`src/rtl/dcache_victim_buffer_pkg.sv`:
```
// Shared types and default sizes for the data-cache victim buffer.
// Build option DCACHE_VB_LRU_EN selects LRU replacement in dcache_vb_repl.
package dcache_victim_buffer_pkg;

  localparam int VB_ENTRIES     = 4;
  localparam int VB_LINE_WIDTH  = 128;
  localparam int VB_LADDR_WIDTH = 28;

  typedef enum logic [2:0] {
    IDLE,
    WB,
    FLUSH_SCAN,
    FLUSH_WB,
    FLUSH_DONE
  } type_vb_state_e;

  typedef struct packed {
    logic                      valid;
    logic                      dirty;
    logic [VB_LADDR_WIDTH-1:0] laddr;
    logic [VB_LINE_WIDTH-1:0]  data;
  } type_vb_entry_s;

endpackage

```
`src/rtl/dcache_victim_buffer_if.sv`:
```
// Cache-side and memory-side signal bundle of the victim buffer.
// master = cache/memory driver, slave = victim buffer.
interface dcache_vb_if
  import dcache_victim_buffer_pkg::*;
#(
  parameter int LINE_WIDTH  = VB_LINE_WIDTH,
  parameter int LADDR_WIDTH = VB_LADDR_WIDTH
);
  logic                   lookup_req_i;
  logic [LADDR_WIDTH-1:0] lookup_laddr_i;
  logic                   lookup_take_i;
  logic                   lookup_valid_o;
  logic                   lookup_hit_o;
  logic [LINE_WIDTH-1:0]  lookup_data_o;
  logic                   lookup_dirty_o;
  logic                   insert_req_i;
  logic [LADDR_WIDTH-1:0] insert_laddr_i;
  logic [LINE_WIDTH-1:0]  insert_data_i;
  logic                   insert_dirty_i;
  logic                   insert_ready_o;
  logic                   flush_i;
  logic                   flush_done_o;
  logic                   wb_req_o;
  logic [LADDR_WIDTH-1:0] wb_laddr_o;
  logic [LINE_WIDTH-1:0]  wb_data_o;
  logic                   wb_ack_i;

  modport master (
    output lookup_req_i, lookup_laddr_i,
    output lookup_take_i,
    input  lookup_valid_o, lookup_hit_o,
    input  lookup_data_o, lookup_dirty_o,
    output insert_req_i, insert_laddr_i,
    output insert_data_i, insert_dirty_i,
    input  insert_ready_o,
    output flush_i,
    input  flush_done_o,
    input  wb_req_o, wb_laddr_o, wb_data_o,
    output wb_ack_i
  );

  modport slave (
    input  lookup_req_i, lookup_laddr_i,
    input  lookup_take_i,
    output lookup_valid_o, lookup_hit_o,
    output lookup_data_o, lookup_dirty_o,
    input  insert_req_i, insert_laddr_i,
    input  insert_data_i, insert_dirty_i,
    output insert_ready_o,
    input  flush_i,
    output flush_done_o,
    output wb_req_o, wb_laddr_o, wb_data_o,
    input  wb_ack_i
  );
endinterface

```
`src/rtl/dcache_victim_buffer_repl.sv`:
```
// Victim-buffer replacement: round-robin pointer, or per-entry
// age counters when DCACHE_VB_LRU_EN is defined.
module dcache_vb_repl
  import dcache_victim_buffer_pkg::*;
#(
  parameter int N  = VB_ENTRIES,
  parameter int IW = $clog2(N)
) (
  input  logic          clk,
  input  logic          rst,
  input  logic          touch_i,
  input  logic [IW-1:0] touch_idx_i,
  input  logic          full_i,
  output logic [IW-1:0] victim_o
);

`ifdef DCACHE_VB_LRU_EN
  logic [IW-1:0] age_q [N];
  logic [IW-1:0] age_d [N];
  logic          unused_full;

  assign unused_full = full_i;

  // Ages stay a permutation, so the oldest is always N-1
  always_comb begin
    age_d    = age_q;
    victim_o = '0;
    if (touch_i) begin
      for (int i = 0; i < N; i++) begin
        if (IW'(i) == touch_idx_i)
          age_d[i] = '0;
        else if (age_q[i] < age_q[touch_idx_i])
          age_d[i] = age_q[i] + 1'b1;
      end
    end
    for (int i = 0; i < N; i++)
      if (age_q[i] == IW'(N - 1))
        victim_o = IW'(i);
  end

  always_ff @(posedge clk) begin
    if (rst) begin
      for (int i = 0; i < N; i++)
        age_q[i] <= IW'(i);
    end else begin
      age_q <= age_d;
    end
  end
`else
  logic [IW-1:0] ptr_q, ptr_d;
  logic [IW-1:0] unused_idx;

  assign unused_idx = touch_idx_i;
  assign victim_o   = ptr_q;

  always_comb begin
    ptr_d = ptr_q;
    if (touch_i && full_i)
      ptr_d = ptr_q + 1'b1;
  end

  always_ff @(posedge clk) begin
    if (rst) ptr_q <= '0;
    else     ptr_q <= ptr_d;
  end
`endif

endmodule

```
`src/rtl/dcache_victim_buffer.sv`:
```
// Fully associative victim buffer between D-cache and memory port.
// Define DCACHE_VB_LRU_EN for LRU instead of round-robin victims.
module dcache_victim_buffer
  import dcache_victim_buffer_pkg::*;
#(
  parameter int VC_ENTRIES  = VB_ENTRIES,
  parameter int LINE_WIDTH  = VB_LINE_WIDTH,
  parameter int LADDR_WIDTH = VB_LADDR_WIDTH
) (
  input logic        clk,
  input logic        rst,
  dcache_vb_if.slave vb
);
  localparam int IW = $clog2(VC_ENTRIES);

  typedef struct packed {
    logic                   valid;
    logic                   dirty;
    logic [LADDR_WIDTH-1:0] laddr;
    logic [LINE_WIDTH-1:0]  data;
  } ent_t;

  ent_t                   ent_q [VC_ENTRIES];
  ent_t                   ent_d [VC_ENTRIES];
  type_vb_state_e         state_q, state_d;
  logic [IW-1:0]          idx_q, idx_d;
  logic [LADDR_WIDTH-1:0] wb_laddr_q, wb_laddr_d;
  logic [LINE_WIDTH-1:0]  wb_data_q, wb_data_d;
  logic                   pend_q, pend_d;
  logic                   lk_valid_q, lk_valid_d;
  logic                   lk_hit_q, lk_hit_d;
  logic                   lk_dirty_q, lk_dirty_d;
  logic [LINE_WIDTH-1:0]  lk_data_q, lk_data_d;

  logic [VC_ENTRIES-1:0] lk_match, ins_match;
  logic [IW-1:0]         lk_idx, ins_idx, free_idx;
  logic [IW-1:0]         victim, touch_idx;
  logic                  have_free, lk_hit, ins_fire;
  logic                  touch, repl_full;

  dcache_vb_repl #(.N(VC_ENTRIES)) u_repl (
    .clk        (clk),
    .rst        (rst),
    .touch_i    (touch),
    .touch_idx_i(touch_idx),
    .full_i     (repl_full),
    .victim_o   (victim)
  );

  always_comb begin
    lk_idx    = '0;
    ins_idx   = '0;
    free_idx  = '0;
    have_free = 1'b0;
    for (int i = VC_ENTRIES - 1; i >= 0; i--) begin
      lk_match[i]  = ent_q[i].valid &&
                     ent_q[i].laddr == vb.lookup_laddr_i;
      ins_match[i] = ent_q[i].valid &&
                     ent_q[i].laddr == vb.insert_laddr_i;
      if (lk_match[i])  lk_idx  = IW'(i);
      if (ins_match[i]) ins_idx = IW'(i);
      if (!ent_q[i].valid) begin
        free_idx  = IW'(i);
        have_free = 1'b1;
      end
    end
    lk_hit   = vb.lookup_req_i && |lk_match;
    ins_fire = vb.insert_req_i && state_q == IDLE;
  end

  always_comb begin
    ent_d      = ent_q;
    state_d    = state_q;
    idx_d      = idx_q;
    wb_laddr_d = wb_laddr_q;
    wb_data_d  = wb_data_q;
    pend_d     = pend_q;
    touch      = 1'b0;
    touch_idx  = lk_idx;
    repl_full  = 1'b0;
    lk_valid_d = vb.lookup_req_i;
    lk_hit_d   = lk_hit;
    lk_data_d  = lk_hit ? ent_q[lk_idx].data : '0;
    lk_dirty_d = lk_hit && ent_q[lk_idx].dirty;

    if (lk_hit) begin
      touch = 1'b1;
      if (vb.lookup_take_i) begin
        ent_d[lk_idx].valid = 1'b0;
        ent_d[lk_idx].dirty = 1'b0;
      end
    end

    // Slot choice uses pre-edge state; a same-cycle take stays hidden
    if (ins_fire) begin
      touch = 1'b1;
      if (|ins_match) begin
        touch_idx = ins_idx;
        ent_d[ins_idx].valid = 1'b1;
        ent_d[ins_idx].data  = vb.insert_data_i;
        ent_d[ins_idx].dirty = ent_q[ins_idx].dirty |
                               vb.insert_dirty_i;
      end else begin
        touch_idx = have_free ? free_idx : victim;
        repl_full = !have_free;
        if (!have_free && ent_q[victim].dirty) begin
          wb_laddr_d = ent_q[victim].laddr;
          wb_data_d  = ent_q[victim].data;
          state_d    = WB;
        end
        ent_d[touch_idx].valid = 1'b1;
        ent_d[touch_idx].dirty = vb.insert_dirty_i;
        ent_d[touch_idx].laddr = vb.insert_laddr_i;
        ent_d[touch_idx].data  = vb.insert_data_i;
      end
    end

    unique case (state_q)
      IDLE: begin
        if (vb.flush_i) begin
          idx_d = '0;
          if (state_d == WB) pend_d  = 1'b1;
          else               state_d = FLUSH_SCAN;
        end
      end
      WB: begin
        if (vb.wb_ack_i) begin
          state_d = (vb.flush_i || pend_q) ? FLUSH_SCAN : IDLE;
          idx_d   = '0;
          pend_d  = 1'b0;
        end
      end
      FLUSH_SCAN, FLUSH_WB: begin
        if (state_q == FLUSH_SCAN &&
            ent_q[idx_q].valid && ent_q[idx_q].dirty) begin
          wb_laddr_d = ent_q[idx_q].laddr;
          wb_data_d  = ent_q[idx_q].data;
          state_d    = FLUSH_WB;
        end else if (state_q == FLUSH_SCAN || vb.wb_ack_i) begin
          ent_d[idx_q].valid = 1'b0;
          ent_d[idx_q].dirty = 1'b0;
          if (idx_q == IW'(VC_ENTRIES - 1)) begin
            state_d = FLUSH_DONE;
          end else begin
            state_d = FLUSH_SCAN;
            idx_d   = idx_q + 1'b1;
          end
        end
      end
      FLUSH_DONE: state_d = IDLE;
      default:    state_d = IDLE;
    endcase
  end

  always_ff @(posedge clk) begin
    if (rst) begin
      for (int i = 0; i < VC_ENTRIES; i++)
        ent_q[i] <= '0;
      state_q    <= IDLE;
      idx_q      <= '0;
      wb_laddr_q <= '0;
      wb_data_q  <= '0;
      pend_q     <= 1'b0;
      lk_valid_q <= 1'b0;
      lk_hit_q   <= 1'b0;
      lk_dirty_q <= 1'b0;
      lk_data_q  <= '0;
    end else begin
      ent_q      <= ent_d;
      state_q    <= state_d;
      idx_q      <= idx_d;
      wb_laddr_q <= wb_laddr_d;
      wb_data_q  <= wb_data_d;
      pend_q     <= pend_d;
      lk_valid_q <= lk_valid_d;
      lk_hit_q   <= lk_hit_d;
      lk_dirty_q <= lk_dirty_d;
      lk_data_q  <= lk_data_d;
    end
  end

  assign vb.lookup_valid_o = lk_valid_q;
  assign vb.lookup_hit_o   = lk_hit_q;
  assign vb.lookup_data_o  = lk_data_q;
  assign vb.lookup_dirty_o = lk_dirty_q;
  assign vb.insert_ready_o = state_q == IDLE;
  assign vb.flush_done_o   = state_q == FLUSH_DONE;
  assign vb.wb_req_o       = state_q == WB ||
                             state_q == FLUSH_WB;
  assign vb.wb_laddr_o     = wb_laddr_q;
  assign vb.wb_data_o      = wb_data_q;

endmodule

```
`src/flat_wrapper.sv`:
```
// flat-port wrapper written by rule: the top's interface ports become plain ports
module dcache_victim_buffer_flat import dcache_victim_buffer_pkg::*;
#(
  parameter int VC_ENTRIES  = VB_ENTRIES,
  parameter int LINE_WIDTH  = VB_LINE_WIDTH,
  parameter int LADDR_WIDTH = VB_LADDR_WIDTH
)
  (clk, rst, vb_lookup_req_i, vb_lookup_laddr_i, vb_lookup_take_i, vb_lookup_valid_o, vb_lookup_hit_o, vb_lookup_data_o, vb_lookup_dirty_o, vb_insert_req_i, vb_insert_laddr_i, vb_insert_data_i, vb_insert_dirty_i, vb_insert_ready_o, vb_flush_i, vb_flush_done_o, vb_wb_req_o, vb_wb_laddr_o, vb_wb_data_o, vb_wb_ack_i);
  dcache_vb_if #(.LINE_WIDTH(LINE_WIDTH), .LADDR_WIDTH(LADDR_WIDTH)) vb_i ();
  input logic clk;
  input logic rst;
  input wire logic [$bits(vb_i.lookup_req_i)-1:0] vb_lookup_req_i;
  input wire logic [$bits(vb_i.lookup_laddr_i)-1:0] vb_lookup_laddr_i;
  input wire logic [$bits(vb_i.lookup_take_i)-1:0] vb_lookup_take_i;
  output wire logic [$bits(vb_i.lookup_valid_o)-1:0] vb_lookup_valid_o;
  output wire logic [$bits(vb_i.lookup_hit_o)-1:0] vb_lookup_hit_o;
  output wire logic [$bits(vb_i.lookup_data_o)-1:0] vb_lookup_data_o;
  output wire logic [$bits(vb_i.lookup_dirty_o)-1:0] vb_lookup_dirty_o;
  input wire logic [$bits(vb_i.insert_req_i)-1:0] vb_insert_req_i;
  input wire logic [$bits(vb_i.insert_laddr_i)-1:0] vb_insert_laddr_i;
  input wire logic [$bits(vb_i.insert_data_i)-1:0] vb_insert_data_i;
  input wire logic [$bits(vb_i.insert_dirty_i)-1:0] vb_insert_dirty_i;
  output wire logic [$bits(vb_i.insert_ready_o)-1:0] vb_insert_ready_o;
  input wire logic [$bits(vb_i.flush_i)-1:0] vb_flush_i;
  output wire logic [$bits(vb_i.flush_done_o)-1:0] vb_flush_done_o;
  output wire logic [$bits(vb_i.wb_req_o)-1:0] vb_wb_req_o;
  output wire logic [$bits(vb_i.wb_laddr_o)-1:0] vb_wb_laddr_o;
  output wire logic [$bits(vb_i.wb_data_o)-1:0] vb_wb_data_o;
  input wire logic [$bits(vb_i.wb_ack_i)-1:0] vb_wb_ack_i;
  assign vb_i.lookup_req_i = vb_lookup_req_i;
  assign vb_i.lookup_laddr_i = vb_lookup_laddr_i;
  assign vb_i.lookup_take_i = vb_lookup_take_i;
  assign vb_lookup_valid_o = vb_i.lookup_valid_o;
  assign vb_lookup_hit_o = vb_i.lookup_hit_o;
  assign vb_lookup_data_o = vb_i.lookup_data_o;
  assign vb_lookup_dirty_o = vb_i.lookup_dirty_o;
  assign vb_i.insert_req_i = vb_insert_req_i;
  assign vb_i.insert_laddr_i = vb_insert_laddr_i;
  assign vb_i.insert_data_i = vb_insert_data_i;
  assign vb_i.insert_dirty_i = vb_insert_dirty_i;
  assign vb_insert_ready_o = vb_i.insert_ready_o;
  assign vb_i.flush_i = vb_flush_i;
  assign vb_flush_done_o = vb_i.flush_done_o;
  assign vb_wb_req_o = vb_i.wb_req_o;
  assign vb_wb_laddr_o = vb_i.wb_laddr_o;
  assign vb_wb_data_o = vb_i.wb_data_o;
  assign vb_i.wb_ack_i = vb_wb_ack_i;
  dcache_victim_buffer #(.VC_ENTRIES(VC_ENTRIES), .LINE_WIDTH(LINE_WIDTH), .LADDR_WIDTH(LADDR_WIDTH)) u_core (.clk(clk), .rst(rst), .vb(vb_i));
endmodule
```
`config.mk`:
```
export PLATFORM = sky130hd
export DESIGN_NAME = dcache_victim_buffer_flat
export DESIGN_NICKNAME = d
export VERILOG_FILES = /design/src/rtl/dcache_victim_buffer_pkg.sv /design/src/rtl/dcache_victim_buffer_if.sv /design/src/rtl/dcache_victim_buffer_repl.sv /design/src/rtl/dcache_victim_buffer.sv /design/src/flat_wrapper.sv
export SDC_FILE = /design/constraint.sdc
export NUM_CORES = 2
export LEC_CHECK = 0
export BUFFER_PORTS_ARGS = -buffer_cell sky130_fd_sc_hd__buf_2
export CAP_MARGIN = 10
export CORE_MARGIN = 1.5
export CORE_UTILIZATION = 35
export CTS_CLUSTER_SIZE = 24
export DETAILED_ROUTE_END_ITERATION = 10
export PLACE_DENSITY = 0.56
export SYNTH_ARGS = -nofsm -noshare
export SYNTH_HDL_FRONTEND = slang
export SYNTH_HIERARCHICAL = 1
export SYNTH_SLANG_ARGS = --single-unit
```
`constraint.sdc`:
```
create_clock -name clk -period 5.4 [get_ports clk]
set_clock_uncertainty 0.05 [all_clocks]
set_input_delay 1.35 -clock clk [delete_from_list [all_inputs] [get_ports clk]]
set_output_delay 1.35 -clock clk [all_outputs]
set_load 0.05 [all_outputs]
```
==> results.md <==
* Width of the die at 366.9 microns
* Crit start category: input port
* Initial DRC count at 3604
* Max VDD drop at 0.2608 mV
* # rows at 133
* Delay of the slowest cell on the worst path at 0.62 ns
* Initial Utilization at 35.26%
* CTS buffer count at 108
* PortBufs at 481
* # fillers at 12960
* Core footprint at 0.1315 sq mm
* Hold path cells at 2
* Vias at 39120
* FF-to-FF setup slack at 1.57 ns
* Routability Congestion at 0.9853
* Hold WC Path Type: reg2reg
* Final setup vio count at 0
* Max FO, Critical Path at 29
* Critical-path top delay cell: nor4_1
* Area delta synth->final at 16.65%
* Global route total overflow at 0
* Fin area at 0.05407 sq mm
* Buf/Inv on CP at 4
* WP data required at 5.90 ns
* RSZ-0062 raised after global routing: false
* PostCTS Resize Cnt at 0
* Die H at 366.9 microns
* Clock tree from TritonCTS: yes
* Register Area at 0.01857 sq mm
* Worst Tran Pin Value at 1.209 ns
* Total negative slack at 0 ns
* PD cells at 300.8 mW/mm^2
* First-pass GRT wire length at 254000 microns
* DP HPWL at 103500 microns
* Hold Buf Count CTS at 0
* Static leakage at 0.02040 uW
* Fmax at 0.2374 GHz
* Synth Area per Inst at 9.526 sq um
* Routed WL at 170900 microns
* Max-cap violations at 0
* Total GRT Usage at 24.74%
* Slew headroom at 19.43%
* Clock transition at the registers of the reported paths at 0.06 ns
* Mapped Area at 0.04635 sq mm
* Net count after synthesis at 5062
* H-tree depth at 3
* Util after Layout at 41.13%
* Final Hold Viols at 0
* Outcome: complete, no violations
* Delay-heaviest family, CP: simple AND/OR/NAND/NOR gates
* Crit path depth at 12
* Worst-Skew Late Latency at 0.75 ns
* # clock sinks at 927
* Synthesis Warnings at 6
* Wire per inst at 24.61 microns
* Min cycle time layout at 4.212 ns
* Vias in the first global route at 37740
* Worst setup EP type: flop
* Total die area at 0.1346 sq mm
* Post-CTS Setup Bufs at 0
* DR pass1 iterations at 6
* Cells after Synth at 4866
* Critical path data arrival time at 4.72 ns
* Cell Area, Placed at 0.05032 sq mm
* # IOs at 482
* Crit Path Category: in2reg
* Antenna violations before repair at 30
* Slew Viols, Final at 0
* Min Hold Slack at 0.4209 ns
* Deepest clock path buffer count at 3
* ANT nets after route at 0
* Root Driver: clkbuf_16
* CP Cell Sequence: buf_2 > xnor2_1 > nand4_1 > nor4_1 > nand4_1 > buf_4 > and4b_1 > a31oi_4 > buf_12 > buf_12 > mux2i_1 > nor2_1
* Layout cell share with drive strength beyond 1 at 23.64%
* Fin crit share at 78.00%
* R2R depth at 11
* Routed vias/inst at 5.632
* Largest net degree at the start of global routing at 212
* Residual DRC at 0
* Multi-input gate area at 0.02581 sq mm
* Nets at 5284
-- per-stage QoR --
step | setup WS [ns] | std cells | power, uW
CTS | 1.342 | 6933 | 16430
global route | 1.123 | 6941 | 16840
floorplan | 1.242 | 4866 | 8270
global placement | 0.5882 | 6733 | 8706
detailed placement | 0.5669 | 6733 | 8724
finish | 1.188 | 6946 | 16270
-- layout make-up --
| type | count | area share [%] |
|---|---|---|
| antenna | 13 | 0.06017 |
| clock buffer | 154 | 5.801 |
| clock inverter | 46 | 1.071 |
| inverter | 14 | 0.09719 |
| multi-input combinational | 3465 | 47.74 |
| sequential | 927 | 34.35 |
| tap | 1755 | 4.061 |
| timing repair buffer | 572 | 6.822 |
-- worst max path at each step --
stage	startpoint	endpoint	slack, ns
2_1_floorplan	vb_insert_laddr_i[20]	flop	1.24
3_3_place_gp	vb_insert_laddr_i[0]	flop	0.59
3_5_place_dp	vb_insert_laddr_i[0]	flop	0.57
4_1_cts	vb_insert_laddr_i[0]	flop	1.34
5_1_grt	vb_insert_laddr_i[0]	flop	1.12
6_report	vb_insert_laddr_i[0]	flop	1.19
-- where the power goes --
part | switching (uW) | internal (uW)
clock network | 3190 | 4490
registers | 174 | 6990
logic | 812 | 619
-- placed cells by master, fill, tap and decap left out, types with 5 or more instances in the layout --
| cell | count |
|---|---|
| a21oi_1 | 396 |
| a22oi_1 | 128 |
| a311oi_1 | 160 |
| a31oi_1 | 6 |
| and2_1 | 7 |
| buf_12 | 47 |
| buf_2 | 480 |
| buf_4 | 44 |
| bufinv_16 | 9 |
| clkbuf_1 | 21 |
| clkbuf_16 | 109 |
| clkbuf_8 | 24 |
| clkinv_2 | 18 |
| clkinvlp_4 | 7 |
| dfxtp_1 | 923 |
| diode_2 | 13 |
| inv_1 | 14 |
| inv_6 | 5 |
| mux2_2 | 128 |
| mux2i_1 | 369 |
| mux4_2 | 313 |
| nand2_1 | 988 |
| nand3_1 | 14 |
| nand4_1 | 63 |
| nor2_1 | 545 |
| nor3_1 | 8 |
| nor4_1 | 27 |
| or2_2 | 5 |
| or4_1 | 7 |
| xnor2_1 | 163 |
| xor2_1 | 60 |
-- routing by layer --
metal / part of all wire (%) / global-route usage, % / wire, microns / vias to the layer above
li1: - / - / - / 17740
met1: 42 / 32.78 / 72290 / 19500
met2: 47 / 40.02 / 79970 / 1550
met3: 7.8 / 4.870 / 13320 / 298
met4: 3.0 / 8.741 / 5164 / 30
met5: 0.11 / 0 / 181 / -
-- worst min-delay path, cell delays in order, from the launching register on --
cell	delay [ns]
dfxtp_1	0.32
nand2_1	0.06
a21oi_1	0.05
Note: power is estimated with default switching activity, not from simulation.
